--- src/rtl/alu_seq_pkg.sv ---
// Shared encodings for the ALU/register sequencer: command opcodes, FSM states
// and datapath width defaults.
package alu_seq_pkg;

  localparam int DEF_WIDTH = 4;
  localparam int DEF_OC_W  = 3;

  typedef enum logic [2:0] {
    OP_NOP  = 3'd0,
    OP_CLR  = 3'd1,
    OP_LOAD = 3'd2,
    OP_ALU  = 3'd3,
    OP_INC  = 3'd4,
    OP_DEC  = 3'd5,
    OP_SHR  = 3'd6,
    OP_SHL  = 3'd7
  } op_t;

  typedef enum logic [1:0] {
    S_IDLE = 2'd0,
    S_EXEC = 2'd1,
    S_DONE = 2'd2
  } state_t;

  function automatic logic is_shift(input op_t op);
    return (op == OP_SHR) || (op == OP_SHL);
  endfunction

endpackage

--- src/rtl/alu_seq_step_cnt.sv ---
// Loadable down-counter for multi-step shift commands; zero flags that no
// further steps remain after the current one.
module alu_seq_step_cnt #(
  parameter int WIDTH = 4
) (
  input  logic             clk,
  input  logic             rst,
  input  logic             load,
  input  logic             dec,
  input  logic [WIDTH-1:0] din,
  output logic             zero
);

  logic [WIDTH-1:0] count;

  // NOTE: sequential state uses non-blocking assignments so every flop samples
  // pre-edge values regardless of block evaluation order.
  always_ff @(posedge clk or posedge rst) begin
    if (rst) begin
      count <= '0;
    end else if (load) begin
      count <= din;
    end else if (dec) begin
      count <= count - WIDTH'(1);
    end
  end

  assign zero = (count == '0);

endmodule

--- src/rtl/alu_reg_sequencer.sv ---
// Command-driven sequencer for the ALU + control register accumulator pair.
// Optional build macro ALU_SEQ_PERF_EN adds a saturating done counter perf_cnt.
module alu_reg_sequencer
  import alu_seq_pkg::*;
#(
  parameter int WIDTH = DEF_WIDTH,
  parameter int OC_W  = DEF_OC_W
) (
  input  logic             clk,
  input  logic             rst,
  input  logic             cmd_valid,
  output logic             cmd_ready,
  input  logic [2:0]       cmd_op,
  input  logic [OC_W-1:0]  cmd_arg,
  input  logic [WIDTH-1:0] cmd_imm,
  output logic [OC_W-1:0]  alu_oc,
  output logic [WIDTH-1:0] alu_a,
  output logic [WIDTH-1:0] alu_b,
  input  logic [WIDTH-1:0] alu_f,
  output logic             reg_cl,
  output logic             reg_ld,
  output logic             reg_inc,
  output logic             reg_dec,
  output logic             reg_sr,
  output logic             reg_ir,
  output logic             reg_sl,
  output logic             reg_il,
  output logic [WIDTH-1:0] reg_in,
  input  logic [WIDTH-1:0] reg_out,
  output logic             done,
  output logic [WIDTH-1:0] result
`ifdef ALU_SEQ_PERF_EN
  ,
  output logic [7:0]       perf_cnt
`endif
);

  state_t           state, state_nxt;
  op_t              op_q;
  logic [OC_W-1:0]  arg_q;
  logic [WIDTH-1:0] imm_q;
  logic             accept;
  logic             cnt_dec;
  logic             cnt_zero;
  op_t              cmd_op_e;

  assign cmd_op_e = op_t'(cmd_op);
  assign accept   = cmd_valid && (state == S_IDLE);

  // Counter holds the number of shift steps still to come after the current
  // one, so zero marks the final step.
  alu_seq_step_cnt #(.WIDTH(WIDTH)) u_step_cnt (
    .clk  (clk),
    .rst  (rst),
    .load (accept),
    .dec  (cnt_dec),
    .din  (cmd_imm - WIDTH'(1)),
    .zero (cnt_zero)
  );

  always_ff @(posedge clk or posedge rst) begin
    if (rst) begin
      state <= S_IDLE;
    end else begin
      state <= state_nxt;
    end
  end

  always_ff @(posedge clk or posedge rst) begin
    if (rst) begin
      op_q  <= OP_NOP;
      arg_q <= '0;
      imm_q <= '0;
    end else if (accept) begin
      op_q  <= cmd_op_e;
      arg_q <= cmd_arg;
      imm_q <= cmd_imm;
    end
  end

  // NOTE: every signal written here gets a default first, so no path can
  // leave it unassigned and infer a latch.
  always_comb begin
    state_nxt = state;
    cnt_dec   = 1'b0;
    reg_cl    = 1'b0;
    reg_ld    = 1'b0;
    reg_inc   = 1'b0;
    reg_dec   = 1'b0;
    reg_sr    = 1'b0;
    reg_ir    = 1'b0;
    reg_sl    = 1'b0;
    reg_il    = 1'b0;
    reg_in    = '0;

    case (state)
      S_IDLE: begin
        if (cmd_valid) begin
          if (cmd_op_e == OP_NOP || (is_shift(cmd_op_e) && cmd_imm == '0)) begin
            state_nxt = S_DONE;
          end else begin
            state_nxt = S_EXEC;
          end
        end
      end

      S_EXEC: begin
        state_nxt = S_DONE;
        case (op_q)
          OP_CLR:  reg_cl  = 1'b1;
          OP_LOAD: begin
            reg_ld = 1'b1;
            reg_in = imm_q;
          end
          OP_ALU:  begin
            reg_ld = 1'b1;
            reg_in = alu_f;
          end
          OP_INC:  reg_inc = 1'b1;
          OP_DEC:  reg_dec = 1'b1;
          OP_SHR:  begin
            reg_sr = 1'b1;
            reg_ir = arg_q[0];
            if (!cnt_zero) begin
              state_nxt = S_EXEC;
              cnt_dec   = 1'b1;
            end
          end
          OP_SHL:  begin
            reg_sl = 1'b1;
            reg_il = arg_q[0];
            if (!cnt_zero) begin
              state_nxt = S_EXEC;
              cnt_dec   = 1'b1;
            end
          end
          default: ;
        endcase
      end

      S_DONE:  state_nxt = S_IDLE;
      default: state_nxt = S_IDLE;
    endcase
  end

  assign cmd_ready = (state == S_IDLE);
  assign done      = (state == S_DONE);
  assign result    = done ? reg_out : '0;
  assign alu_a     = reg_out;
  assign alu_oc    = arg_q;
  assign alu_b     = imm_q;

`ifdef ALU_SEQ_PERF_EN
  always_ff @(posedge clk or posedge rst) begin
    if (rst) begin
      perf_cnt <= '0;
    end else if (done && perf_cnt != 8'hFF) begin
      perf_cnt <= perf_cnt + 8'd1;
    end
  end
`endif

endmodule
--- config.mk ---
export PLATFORM = sky130hd
export DESIGN_NAME = alu_reg_sequencer
export DESIGN_NICKNAME = d
export VERILOG_FILES = /design/src/rtl/alu_seq_pkg.sv /design/src/rtl/alu_seq_step_cnt.sv /design/src/rtl/alu_reg_sequencer.sv
export SDC_FILE = /design/constraint.sdc
export NUM_CORES = 1
export LEC_CHECK = 0
export ABC_AREA = 1
export BUFFER_PORTS_ARGS = -buffer_cell sky130_fd_sc_hd__buf_2
export CAP_MARGIN = 20
export CORE_MARGIN = 10
export CORE_UTILIZATION = 45
export CTS_BUF_LIST = sky130_fd_sc_hd__clkbuf_16
export CTS_CLUSTER_DIAMETER = 80
export DETAILED_ROUTE_END_ITERATION = 12
export PLACE_DENSITY = 0.81
export SLEW_MARGIN = 5
export SYNTH_ARGS = -nofsm -noshare
export SYNTH_HDL_FRONTEND = slang
export SYNTH_SLANG_ARGS = --single-unit
--- constraint.sdc ---
create_clock -name clk -period 2.1 [get_ports clk]
set_input_delay 0.105 -clock clk [delete_from_list [all_inputs] [get_ports clk]]
set_output_delay 0.105 -clock clk [all_outputs]
set_load 0.05 [all_outputs]
* After elaboration in Yosys (flattened, before gate mapping)
Index checks and enable logic that the tools add are counted.
W data, S select, Z words.
** Storage, ports and cells
- Flip-flop bits (word level) :: 16
- Bits in latches :: 0
- Memory bits (writable) :: 0
- Memory bits (read-only) :: 0
- Bits of input ports :: 21
- Output and inout bits :: 29
- Word-level logic and storage cells :: 59
- Memories kept :: 0
** Cells by class
- Add/subtract/negate cells :: 2
- Multiply operators :: 0
- Div/mod/pow operators :: 0
- Order comparisons :: 0
- Eq/ne operators :: 12
- Shift operators :: 0
- Mux-type cells :: 29
- Bitwise operators :: 0
- Reductions and logical operators :: 11
** Operators with widths (number)
- $mux W1 :: 19
- $eq A3 B3 Y1 const B :: 6
- $mux W4 :: 4
- $logic_not A4 Y1 :: 2
- $mux W2 :: 4
- $pmux W4 S2 :: 1
- $sub A4 B1 Y4 const B :: 2
- $eq A3 B2 Y1 const B :: 2
- $pmux W2 S2 :: 1
- $reduce_or A2 Y1 :: 2
- $eq A3 B1 Y1 const B :: 1
- $logic_not A3 Y1 :: 1
- $eq A2 B1 Y1 const B :: 1
- $eq A2 B2 Y1 const B :: 1
- $logic_and A1 B1 Y1 :: 2
- $logic_not A2 Y1 :: 1
- $logic_or A1 B1 Y1 :: 2
- $ne A2 B2 Y1 const B :: 1
- $reduce_bool A2 Y1 :: 1

* Logic depth before layout (Yosys ltp)
Gate-level depths: netlist (run 1).
- Depth in word-level cells :: 7
- Gate-level depth with buffers :: 10
- Depth with buffers taken out :: 10

* Hierarchy
From an unflattened synthesis (run 1), not the netlist that was laid out.
** Unflattened totals
- Cells, all modules :: 144
- Area, all modules :: 1038.5 µm²
** By module, submodules not included
- alu_reg_sequencer :: instances 1, cells an instance 110, area an instance 798.3 µm², sequential area each 300.3 µm²
- alu_seq_step_cnt :: instances 1, cells an instance 34, area an instance 240.2 µm², sequential area each 100.1 µm²

* Least setup slack after synthesis (run 1)
OpenSTA, ideal clock, no wires.
- Path type :: register to output
- Start :: register state[1]
- End :: output reg_il
- Arrival time :: 2.253 ns
- Data required time :: 1.995 ns
- Slack :: -0.258 ns
- Cell stages (with the launch flop) :: 6
- Buffers on the path :: 0
- Cells stage by stage :: dfrtp_1 > inv_1 > nand2_2 > nor2_1 > inv_1 > nor4_1
** Between the ends
- Cells in the longest elaborated chain, start to end :: 2
** Ends and longest elaborated chain
- start: declaration :: line alu_reg_sequencer.sv:38 : state_t state, state_nxt;
- start signal: assignment :: line alu_reg_sequencer.sv:65 : state <= state_nxt;
- $eq A2 B1 Y1 :: line alu_reg_sequencer.sv:96 : case (state)
- $mux W1 :: line alu_reg_sequencer.sv:96
- end: declaration :: line alu_reg_sequencer.sv:27 : output logic reg_il,
Every way passes these cells.

* Final worst setup path (run 1)
Ends and elaborated chain as after synthesis.

==> results.toml, run 1 <==
[placement]
portBuffers = 49
place_area_sq_mm = 0.00127
hpwlAfterDp_mm = 2.34
dp_worst_setup_slack_ns = 0.422
gp_congestion = 0.853
dp_cells = 212

[global_route]
grtUsageMet3_pct = 5.45
grt_pass1_wl_mm = 4.69
gr-usage-met2_pct = 23.1
gr-usage-met1_pct = 13.3
first_global_vias = 1040
grt.busiest_layer = "met2"
track_usage_pct = 13.1
grt-ovfl-total = 0
grt_max_degree = 17
antenna_found_initial = 0

[setup_path]
slowest_stage = "dfrtp_1"
path_class = "flip-flop to output pin"
cp.arrival_ns = 1.63
critPathLaunchType = "flip-flop"
cp_top_family = "buffers and inverters"
r2r_slack_ns = 0.43
cp_cell_sequence = "inv_1, nand2_2, nor2_1, inv_1, nor4_1, buf_2"
critPathMaxFanout = 8
worst_setup_path_end_kind = "output pin"
worst-path-buf-inv = 3
required_ns = 2.00
cp_common_cell = "inv_1"
critPathMaxStageDelay_ns = 0.41

[clocking]
cts_buffers = 3
cts_setup_buffers = 0
htree_levels = 1
cts_tree = "yes"
clkTransAtPathRegs_ns = 0.05
hold_buffers = 1
clockRootBuffer = "clkbuf_16"
cts-resized-gates = 0
clk_latency_ns = 0.25
cts_buffer_depth = 2
cts_sinks = 16

[sta]
tns_ns = 0
period_minus_slack_ns = 1.74
slew_violations = 0
hold_violations = 0
finalWorstSetupSlack_ns = 0.364
worst_pin_slew_ns = 0.589
maxSlewHeadroom_pct = 60.7
grt_setup_unrepaired = "false"
holdWs_ns = 0.0593
setup_viol = 0
clock-skew-final_ns = 0.00164
clock.fmax_mhz = 576
fin_crit_sh_pct = 82.7

[pwr]
power_mw = 2.29
ir_worst_vdd_uv = 1070
sw_frac_of_total_pct = 54.2
pwr_density_cell_mw_per_mm2 = 1680
p_switching_mw = 1.24
pwr-share-comb_pct = 57.9
p_leak_nw = 0.782
power.share.clock_pct = 16.1
p_seq_share_pct = 26.1
internal_power_mw = 1.05

[cells_and_area]
final_core_util_pct = 62.0
diodes = 0
fillers = 192
syn_to_final_growth_pct = 33.1
nets = 212
fin_cells = 217
finalInstanceArea_sq_mm = 0.00136
layout-drive-gt1-share_pct = 37.0

[yosys]
ys_warn_count = 0
synth_top_area_share_pct = 39.3
syn_inst = 140
synth_edf_count = 0
synth_nets = 162
synth_cell_types = 26
seq_area_frac_synth_pct = 39.3
synth_top_area_cell = "dfrtp_1"
syn_area_sq_mm = 0.00102
ys_top_cells_by_count = "nand2_1, nor2_1, inv_1"
synth-main-ff-cell = "dfrtp_1"
synthArstFlopShare_pct = 100
avgSynthCellArea_sq_um = 7.28
yosys.cell_count.top_type = "nand2_1"
ys_ff_latch = 16
synthTopCellsByArea = "dfrtp_1, nand2_1, nor2_1"

[floorplan]
start_util_pct = 46.5
dieWidth_microns = 67.6
die-area_sq_mm = 0.00457
die_y_microns = 67.6
num_io_pins = 50
core_sq_mm = 0.00219
rows = 17

[drt]
ant_nets = 0
first_pass_iters = 4
via_per_inst = 4.88
vias = 1058
wirelength_mm = 2.88
drc = 0
drtIter0Drc = 72
routedWlPerCell_microns = 13.3

[run_status]
status = "complete, no violations"

[hold_path]
hp-class = "input port to flip-flop"

[flow_run]
drv_cap = 0
-- kinds of logic after synthesis --
logic type / after synthesis / share of synthesized area, %
simple gates: 81 / 37.7
flops: 16 / 39.3
xor+xnor: 1 / 0.859
buf+inv: 26 / 12.0
fa+ha+maj: 1 / 1.23
compound gates: 15 / 8.96
-- power groups by stage --
| stage | Clock, mW | Sequential (mW) | Combinational (mW) |
|---|---|---|---|
| after global placement | 0 | 0.590 | 1.29 |
| final | 0.368 | 0.596 | 1.32 |
| after detailed placement | 0 | 0.595 | 1.33 |
| after floorplan | 0 | 0.791 | 0.840 |
| after CTS | 0.372 | 0.593 | 1.34 |
| after global routing | 0.387 | 0.611 | 1.46 |
-- area by class of cell --
class,count,area [sq um],share of cell area (%)
clock inverters,1,3.75,0.276
well taps,28,35.0,2.58
inverters,21,81.3,5.99
multi-input cells,98,507,37.3
flip-flops and latches,16,400,29.5
repair buffers,50,255,18.8
clock buffers,3,75.1,5.53
-- layer usage --
metal  wire length, microns  vias to the layer above
li1                       -                      538
met1                   1140                      469
met2                   1330                       46
met3                    366                        5
met4                     43                        0
met5                      0                        -
-- final timing paths --
| kind | startpoint | endpoint | cells after the start |
|---|---|---|---|
| worst max-delay path | state[1] | reg_il | 6 |
| worst min-delay path | cmd_arg[2] | alu_oc[2] | 3 |
| worst max register to register | state[0] | u_step_cnt.count[2] | 8 |
| worst min register to register | alu_oc[1] | alu_oc[1] | 2 |
| max in group asynchronous | rst | state[0] | 3 |
| min in group asynchronous | rst | alu_oc[2] | 3 |
-- sequential cells by signal, indices dropped and copies added, names as in the netlist --
name	flops
u_step_cnt.count	4
alu_oc	3
op_q	3
state	2
alu_b	4
-- placed cells by master (no fill, tap or decap) --
cell type / Yosys / layout
buf_2: 0 / 49
nand2_1: 37 / 37
inv_1: 18 / 18
dfrtp_1: 16 / 16
nor2_1: 19 / 15
o21ai_0: 6 / 6
nand3_1: 5 / 5
nand2_2: 5 / 5
nor3_1: 5 / 5
nand2_4: 4 / 4
a22oi_1: 4 / 4
nor2_2: 0 / 4
clkbuf_16: 0 / 3
clkinv_1: 1 / 2
a21oi_1: 2 / 2
nor4_1: 2 / 2
nor2_4: 1 / 1
inv_4: 1 / 1
nand3b_1: 1 / 1
nand3_2: 1 / 1
inv_2: 1 / 1
nand4_1: 1 / 1
o31ai_1: 1 / 1
a31o_2: 1 / 1
o21ai_1: 1 / 1
xor2_1: 1 / 1
ha_1: 1 / 1
dlygate4sd3_1: 0 / 1
-- tightest hold or removal path: stages --
cell,delay [ns]
buf_2,0.08
nand2_1,0.04
nand2_1,0.05
No activity file was read; power rests on OpenSTA's default activity.
==> run 2: changes to the inputs <==
==> constraint.sdc (replaced) <==
create_clock -name clk -period 1.75 [get_ports clk]
set_input_delay 0.0875 -clock clk [delete_from_list [all_inputs] [get_ports clk]]
set_output_delay 0.0875 -clock clk [all_outputs]
set_load 0.05 [all_outputs]
==> run 2 against run 1 <==
  * Clock-buffer cell count did not move
  * Utilization grew 2.6 points
  * Non-clock buffer count increased by 2
  * First-iteration DRC count down 19%
  * Worst setup slack worse by 0.25 ns
  * Via count decreased by 0.28%
  * Clock skew is essentially flat
  * Sequential cell count unchanged
  * Cell area rose by 4.2%
  * Cell count is 0.92% higher
  * Combinational power rose by 27%
  * Highest routed layer unchanged
  * Global-route usage up 0.37 points
==> results.toml, run 2 (synthesis gave the netlist of run 1 again) <==
[floorplan]
core_sq_mm = 0.00219
rows = 17
start_util_pct = 46.5
die-area_sq_mm = 0.00457
dieWidth_microns = 67.6
die_y_microns = 67.6
num_io_pins = 50

[setup_path]
crit_path_end = "reg_il"
ff2ff_path_depth = 8
r2r_slack_ns = 0.15
worst_setup_path_end_kind = "output pin"
r2r-start = "state[0]"
path_class = "flip-flop to output pin"
r2r_end = "u_step_cnt.count[2]"
crit_path_start = "state[1]"
critPathMaxFanout = 8
required_ns = 1.66
cp.arrival_ns = 1.55
critPathLaunchType = "flip-flop"

[sta]
period_minus_slack_ns = 1.64
tns_ns = 0
fin_crit_sh_pct = 93.5
slew_violations = 0
setup_viol = 0
finalWorstSetupSlack_ns = 0.115
worst_pin_slew_ns = 0.603
holdWs_ns = 0.0411
clock.fmax_mhz = 611
clock-skew-final_ns = 0.00164
maxSlewHeadroom_pct = 59.8
hold_violations = 0

[drt]
drc = 0
routedWlPerCell_microns = 13.5
wirelength_mm = 2.97
first_pass_iters = 4
drtIter0Drc = 58
via_per_inst = 4.82
vias = 1055
ant_nets = 0

[cells_and_area]
layout_common_cells = "buf_2, nand2_1, inv_1, dfrtp_1, nor2_1"
seqCellArea_sq_um = 403
multi_input_area_sq_um = 537
final_core_util_pct = 64.6
fin_cells = 219
layout-drive-gt1-share_pct = 42.4
layout_commonest_cell = "buf_2"
fillers = 185
nets = 214
finalInstanceArea_sq_mm = 0.00142
syn_to_final_growth_pct = 38.8
diodes = 0

[placement]
dp_cells = 213
hpwlAfterDp_mm = 2.47
place_area_sq_mm = 0.00129
dp_worst_setup_slack_ns = 0.143
gp_congestion = 0.878
portBuffers = 49

[run_status]
status = "complete, no violations"

[clocking]
cts_buffers = 3
clkTransAtPathRegs_ns = 0.05
cts_buffer_depth = 2
clockRootBuffer = "clkbuf_16"
htree_levels = 1
cts_tree = "yes"
cts_sinks = 16
clk_latency_ns = 0.25

[global_route]
first_global_vias = 1022
grt_pass1_wl_mm = 4.73
track_usage_pct = 13.5
antenna_found_initial = 0
grt_max_degree = 17
grt-ovfl-total = 0

[pwr]
pwr_density_cell_mw_per_mm2 = 2010
ir_worst_vdd_uv = 1020
p_leak_nw = 0.789
power_mw = 2.84

[flow_run]
drv_cap = 0

[hold_path]
hp-class = "input port to flip-flop"
min_path_cells = 3
-- run 2: where the power goes --
group,total (mW),internal [mW],switching [mW]
combinational,1.67,0.444,1.23
clock,0.445,0.303,0.142
sequential,0.724,0.552,0.173
total,2.84,1.30,1.54
-- run 2: repair_timing --
item / 4_1_cts / 5_1_grt
setup buffers: 0 / 1
resized for setup: 0 / 12
hold endpoints to repair: 16 / 0
hold buffers: 1 / 0
endpoints found under the setup margin: 0 / 11
-- run 2: metal layers --
metal	part of all wire, %	vias to the layer above	track usage [%]
li1	-	543	-
met1	40	477	13.8
met2	49	31	24.2
met3	10	4	4.46
met4	1.0	0	6.15
met5	0	-	0
-- run 2: how the worst min path moves through the flow --
stage,from,endpoint,slack [ns]
2_1_floorplan,rst,alu_b[0],0.001
3_3_place_gp,rst,alu_oc[2],0.18
3_5_place_dp,rst,alu_b[3],0.19
4_1_cts,cmd_arg[1],alu_oc[1],0.04
5_1_grt,cmd_arg[1],alu_oc[1],0.05
6_report,cmd_arg[1],alu_oc[1],0.04
-- run 2: final cells by class --
class,count,area share [%]
multi-input combinational,98,37.9
inverter,21,5.75
tap,28,2.48
sequential,16,28.5
timing repair buffer,52,19.8
clock buffer,3,5.31
clock inverter,1,0.265
-- run 2: worst max-delay path, cell delays in order, from the launching register on --
cell      delay, ns
dfrtp_1        0.41
inv_1          0.10
nand2_2        0.11
nor2_2         0.12
inv_1          0.12
nor4_2         0.16
clkbuf_4       0.27
